### config.mk
export PLATFORM = sky130hd
export DESIGN_NAME = tone_synth
export DESIGN_NICKNAME = d
export VERILOG_FILES = /design/src/rtl/tone_synth_pkg.sv /design/src/rtl/tone_synth_osc.sv /design/src/rtl/tone_synth.sv
export SDC_FILE = /design/constraint.sdc
export NUM_CORES = 2
export LEC_CHECK = 0
export ABC_CLOCK_PERIOD_IN_PS = 12650
export CAP_MARGIN = 5
export CORE_ASPECT_RATIO = 0.6
export CORE_MARGIN = 8
export CORE_UTILIZATION = 45
export DETAILED_ROUTE_END_ITERATION = 8
export GPL_TIMING_DRIVEN = 1
export MAX_ROUTING_LAYER = met4
export PLACE_DENSITY_LB_ADDON = 0.3
export SKIP_LAST_GASP = 1
export SLEW_MARGIN = 20
export SYNTH_ARGS = -nofsm -noshare
export SYNTH_HDL_FRONTEND = slang
export SYNTH_HIERARCHICAL = 1
export SYNTH_SLANG_ARGS = --single-unit
export TNS_END_PERCENT = 1
### constraint.sdc
create_clock -name clk -period 12.65 [get_ports clk]
set_clock_uncertainty 0.15 [all_clocks]
set_input_delay 2.53 -clock clk [delete_from_list [all_inputs] [get_ports clk]]
set_output_delay 2.53 -clock clk [all_outputs]
set_load 0.01 [all_outputs]
### src/rtl/tone_synth_pkg.sv
// tone_synth_pkg: shared types and raw waveform shaping for tone_synth
package tone_synth_pkg;
    typedef enum logic [1:0] {WAVE_SQUARE, WAVE_SAW, WAVE_TRI, WAVE_SILENT} wave_mode_t;
    typedef enum logic [1:0] {ST_IDLE, ST_CALC, ST_EMIT} state_t;

    // u carries a w-bit phase slice (w <= 32); the w-bit signed wave comes back sign-extended
    function automatic logic signed [31:0] wave_shape(input wave_mode_t mode, input logic [31:0] u, input int w);
        logic [31:0] half, mask, v;
        logic        neg;
        half = 32'd1 << (w - 1);
        mask = (half << 1) - 32'd1;
        neg  = (u & half) != 32'd0;
        v    = (neg ? ~u : u) & mask;
        return $signed(mode == WAVE_SQUARE ? (neg ? 32'd1 - half : half - 32'd1) :
                       mode == WAVE_SAW    ? (neg ? (u | ~mask) : (u & mask)) :
                       mode == WAVE_TRI    ? (v << 1) - half : 32'd0);
    endfunction
endpackage

### src/rtl/tone_synth_osc.sv
// tone_synth_osc: per-channel phase accumulator and raw waveform generator
module tone_synth_osc
    import tone_synth_pkg::*;
#(
    parameter int DATA_W  = 16,
    parameter int PHASE_W = 24
) (
    input  logic                     clk,
    input  logic                     reset,
    input  logic                     tick,
    input  logic                     enable,
    input  logic [PHASE_W-1:0]       step,
    input  logic [1:0]               mode,
    output logic signed [DATA_W-1:0] wave
);
    logic [PHASE_W-1:0] phase;

    // a disabled channel parks at phase 0 so re-enabling starts cleanly
    always_ff @(posedge clk)
        if (reset) phase <= '0;
        else if (tick) phase <= enable ? phase + step : '0;

    assign wave = DATA_W'(wave_shape(wave_mode_t'(mode), 32'(phase[PHASE_W-1 -: DATA_W]), DATA_W));
endmodule

### src/rtl/tone_synth.sv
// tone_synth: multi-channel tone synthesiser streaming NUM_CH-sample frames on an Avalon-ST source
module tone_synth
    import tone_synth_pkg::*;
#(
    parameter int DATA_W    = 16,
    parameter int PHASE_W   = 24,
    parameter int NUM_CH    = 2,
    parameter int CLK_HZ    = 50_000_000,
    parameter int SAMPLE_HZ = 48_000
) (
    input  logic                                         clk,
    input  logic                                         reset,
    input  logic [1:0]                                   mode,
    input  logic [DATA_W-2:0]                            amplitude,
    input  logic [NUM_CH-1:0]                            ch_enable,
    input  logic [NUM_CH*PHASE_W-1:0]                    ch_step,
    output logic [DATA_W-1:0]                            source_data,
    output logic [(NUM_CH > 1 ? $clog2(NUM_CH) : 1)-1:0] source_channel,
    output logic                                         source_startofpacket,
    output logic                                         source_endofpacket,
    output logic                                         source_valid,
    input  logic                                         source_ready,
    output logic [15:0]                                  overrun_count
);
    localparam int DIV   = CLK_HZ / SAMPLE_HZ;
    localparam int CNT_W = DIV > 1 ? $clog2(DIV) : 1;
    localparam int CH_W  = NUM_CH > 1 ? $clog2(NUM_CH) : 1;
    localparam int PROD_W = 2 * DATA_W;

    if (DIV < NUM_CH + 3) begin : g_div_check
        $error("tone_synth: CLK_HZ/SAMPLE_HZ must be at least NUM_CH+3");
    end
    if (PHASE_W < DATA_W) begin : g_phase_check
        $error("tone_synth: PHASE_W must be at least DATA_W");
    end

    state_t                   state, nxt;
    logic [CNT_W-1:0]         count;
    logic [CH_W-1:0]          beat;
    logic                     tick, last;
    logic [DATA_W-2:0]        amp_r;
    logic signed [DATA_W-1:0] wave  [NUM_CH];
    logic signed [DATA_W-1:0] raw_r [NUM_CH];
    logic [DATA_W-1:0]        frame_r [NUM_CH];

    assign tick = count == CNT_W'(DIV - 1);
    assign last = beat == CH_W'(NUM_CH - 1);

    for (genvar i = 0; i < NUM_CH; i++) begin : g_osc
        tone_synth_osc #(.DATA_W(DATA_W), .PHASE_W(PHASE_W)) u_osc (
            .clk   (clk),
            .reset (reset),
            .tick  (tick),
            .enable(ch_enable[i]),
            .step  (ch_step[i*PHASE_W +: PHASE_W]),
            .mode  (mode),
            .wave  (wave[i])
        );
    end

    always_ff @(posedge clk)
        if (reset) count <= '0;
        else count <= tick ? '0 : count + 1'b1;

    always_ff @(posedge clk)
        if (reset) state <= ST_IDLE;
        else state <= nxt;

    always_comb
        nxt = state == ST_IDLE ? (tick ? ST_CALC : ST_IDLE) :
              state == ST_CALC ? ST_EMIT :
              (source_ready && last) ? ST_IDLE : ST_EMIT;

    // frame capture only from IDLE, so an overrun tick never disturbs the frame in flight
    always_ff @(posedge clk)
        if (reset) begin
            amp_r <= '0;
            for (int c = 0; c < NUM_CH; c++) begin
                raw_r[c]   <= '0;
                frame_r[c] <= '0;
            end
        end else begin
            if (state == ST_IDLE && tick) begin
                amp_r <= amplitude;
                for (int c = 0; c < NUM_CH; c++) raw_r[c] <= ch_enable[c] ? wave[c] : '0;
            end
            if (state == ST_CALC)
                for (int c = 0; c < NUM_CH; c++)
                    frame_r[c] <= DATA_W'((PROD_W'(raw_r[c]) * PROD_W'($signed({1'b0, amp_r}))) >>> (DATA_W - 1));
        end

    always_ff @(posedge clk)
        if (reset || state != ST_EMIT) beat <= '0;
        else if (source_ready) beat <= last ? '0 : beat + 1'b1;

    always_ff @(posedge clk)
        if (reset) overrun_count <= '0;
        else if (tick && state == ST_EMIT && overrun_count != 16'hFFFF) overrun_count <= overrun_count + 16'd1;

    always_comb begin
        source_valid         = state == ST_EMIT;
        source_channel       = source_valid ? beat : '0;
        source_data          = source_valid ? frame_r[beat] : '0;
        source_startofpacket = source_valid && beat == '0;
        source_endofpacket   = source_valid && last;
    end
endmodule

==> flow_summary.toml <==
[power_and_ir_drop]
power_leakage_nw = 14.0
vdd_drop_max_v = 0.000101
powerDensity_nw_per_um2 = 41.3

[yosys]
syn_nets = 3796
yosysSeqAreaShare = 0.140
synthAdderAreaFrac = 0.448
syn_inst = 3042
synthFlopType = "dfxtp_1"
synth_cell_types = 77
synth_edf_count = 64
synth_top_family_by_area = "adder cells"
synth_xor_area_frac = 0.0409
yosys.area_share.simple = 0.183
synth.area.mux_share = 0.00663
synth-async-reset-ratio = 0
ys_ff_latch = 158
yosysTopAreaCellShare = 0.355
avgSynthCellArea_sq_um = 8.94
synth_compound_area_frac = 0.0823
synth_top_cell_by_area = "fa_1"
syn_area_sq_um = 27200
yosys-top-cells-area = "fa_1, ha_1, inv_1"
yosys_warnings = 6

[sta]
fmax_mhz = 140
rsz0062_at_grt = "no"
drv_slew = 0
fin_crit_sh = 0.566
fin_crit_ps = 7150
setup_viol = 0
worstMarginPinSlew_ps = 1050
fin_tns_setup_ps = 0
relSlewSlack = 0.297
layout_setup_ws_ps = 5500
finalHoldViolCount = 0

[run_status]
status = "finished clean"

[final_layout]
syn_to_final_growth_pct = 8.24
fillers = 5608
layout.cells.non_filler = 3845
drive_gt1_frac = 0.0340
nNetsFinal = 3804

[critical_path]
start_kind = "flip-flop"
crit_path_top_delay_cell = "fa_1"
regToRegSetupSlack_ps = 5500
r2r_end = "frame_r[0][15]"
slowest_delay_ps = 710
critPathMaxFanout = 24
endpoint_kind = "flip-flop"
r2r_cells = 20
cp_top_family = "adder cells"
required_ps = 12730
cp.buffers_inverters = 4
r2r-start = "amp_r[2]"
crit_type = "reg2reg"
crit_end = "frame_r[0][15]"
cp.arrival_ps = 7230
crit_cells = 20
crit_chain = "buf_4 > nand2_1 > fa_1 > inv_1 > fa_1 > fa_1 > fa_1 > fa_1 > inv_1 > fa_1 > inv_1 > ha_1 > nand3_1 > a211oi_1 > nand3_1 > o2111ai_1 > nand3_2 > o21ai_2 > a2111oi_0 > o21bai_1"
crit_start = "amp_r[2]"
path_common_cell = "fa_1"

[cts]
post_cts_buffers = 0
ctsHoldBuffers = 0
numClockSinks = 158
path_clk_slew_ps = 70
cts_tree = "yes"
numCtsBuffers = 17
h-tree-depth = 4
clockBufferDepth = 2
root_buffer = "clkbuf_16"
clk_latency_ps = 470
cts_resized = 0

[route]
wl_per_cell_um = 17.5
vias = 20200
drt_first_iter_violations = 1579
drc_errors = 0
routed_wl_um = 67200
first_pass_iters = 6
vias_per_cell = 5.24
ant_nets = 0

[placed_design]
place_hpwl_um = 52800
gp_congestion = 0.898
dp_slack_ps = 5600
io_buffers = 105
dp.cells = 3812

[floorplan]
io-pin-count = 106
initial_utilization = 0.457
fp.dieH_um = 206
placementRows = 69
die_w_um = 333
die-area_sq_um = 68800
core-area_sq_um = 59500

[grt]
grt_overflow = 0
antenna_found_initial = 3
grt_pass1_vias = 19900
grt_pass1_wl_um = 110000
grtUsageTotal = 0.206
grt_max_degree = 46

[min_path]
holdPathStages = 2
hold_path.class = "reg2reg"

[flow_run]
cap_viol_max_count = 0
-- cells in the mapped netlist (all sizes together), types with 45 or more instances --
| cell type | instances |
|---|---|
| inv | 572 |
| fa | 482 |
| nand2 | 392 |
| and2 | 241 |
| ha | 202 |
| nor2 | 126 |
| clkbuf | 116 |
| a21oi | 111 |
| dfxtp | 94 |
| o21ai | 94 |
| xnor2 | 83 |
| edfxtp | 64 |
| nand3 | 45 |
-- cells by family after synthesis --
kind of cell	Yosys count
mux	18
xor+xnor	127
buf+inv	709
compound gates	346
flops	158
fa+ha+maj	684
simple gates	1000
-- metrics by stage --
| step | area, sq um | power, W | util | hold WS (ps) |
|---|---|---|---|---|
| floorplan | 27200 | 0.000615 | - | 292 |
| global placement | 28800 | 0.000671 | 0.485 | 292 |
| detailed placement | 28800 | 0.000671 | 0.485 | 309 |
| CTS | 29400 | 0.00123 | 0.495 | 318 |
| global route | 29400 | 0.00126 | 0.495 | 331 |
| finish | 29400 | 0.00122 | 0.495 | 317 |
-- power breakdown --
group	total, W	switching, W	internal (W)
Clock	0.000554	0.000272	0.000282
Combinational	0.0000908	0.0000506	0.0000402
Sequential	0.000572	0.0000335	0.000538
-- routing by layer --
metal	routed length, um	track usage
met1	34200	0.318
met2	26300	0.270
met3	5650	0.0457
met4	1020	0.0427
met5	0	-
-- registers in the layout (all words and copies together) (netlist names), named ones only --
name	flops
amp_r	15
beat	1
count	11
frame_r	32
g_osc.u_osc/phase	48
overrun_count	16
raw_r	32
state	2
-- worst register-to-register path, cell delays in order, from the launching register on --
cell and delay [ps]:
dfxtp_1 600, buf_4 400, nand2_1 170, fa_1 710, inv_1 170, fa_1 530, fa_1 450, fa_1 500
fa_1 490, inv_1 50, fa_1 470, inv_1 40, ha_1 320, nand3_1 90, a211oi_1 470, nand3_1 220
o2111ai_1 380, nand3_2 190, o21ai_2 210, a2111oi_0 110, o21bai_1 190
-- placed cells by master, fill, tap and decap left out, drive strengths merged, types with 18 or more instances in the layout --
cell,n
inv,581
xor2,44
nand3,45
buf,22
xnor2,83
nor2,126
edfxtp,64
a21oi,111
nand4,30
nand2,392
dfxtp,94
a21o,32
clkdlybuf4s50,104
and2,241
nand2b,44
ha,202
fa,482
nor3,22
o21ai,94
and3,38
mux2i,18
-- area by class of cell --
class | count | area, sq um | share of cell area
clock inverters | 15 | 171 | 0.00582
flip-flops and latches | 158 | 3810 | 0.129
diodes | 1 | 2.50 | 0.0000850
inverters | 572 | 2150 | 0.0729
repair buffers | 126 | 1200 | 0.0409
clock buffers | 17 | 425 | 0.0145
multi-input cells | 2175 | 20700 | 0.703
well taps | 781 | 977 | 0.0332
-- worst min-delay path by stage --
stage              from       end  slack, ps
2_1_floorplan  count[0]  count[0]        290
3_3_place_gp   amp_r[6]  amp_r[6]        290
3_5_place_dp   amp_r[6]  amp_r[6]        310
4_1_cts        amp_r[6]  amp_r[6]        320
5_1_grt        amp_r[6]  amp_r[6]        330
6_report       amp_r[6]  amp_r[6]        320
Power figures use the tool's default switching activity.
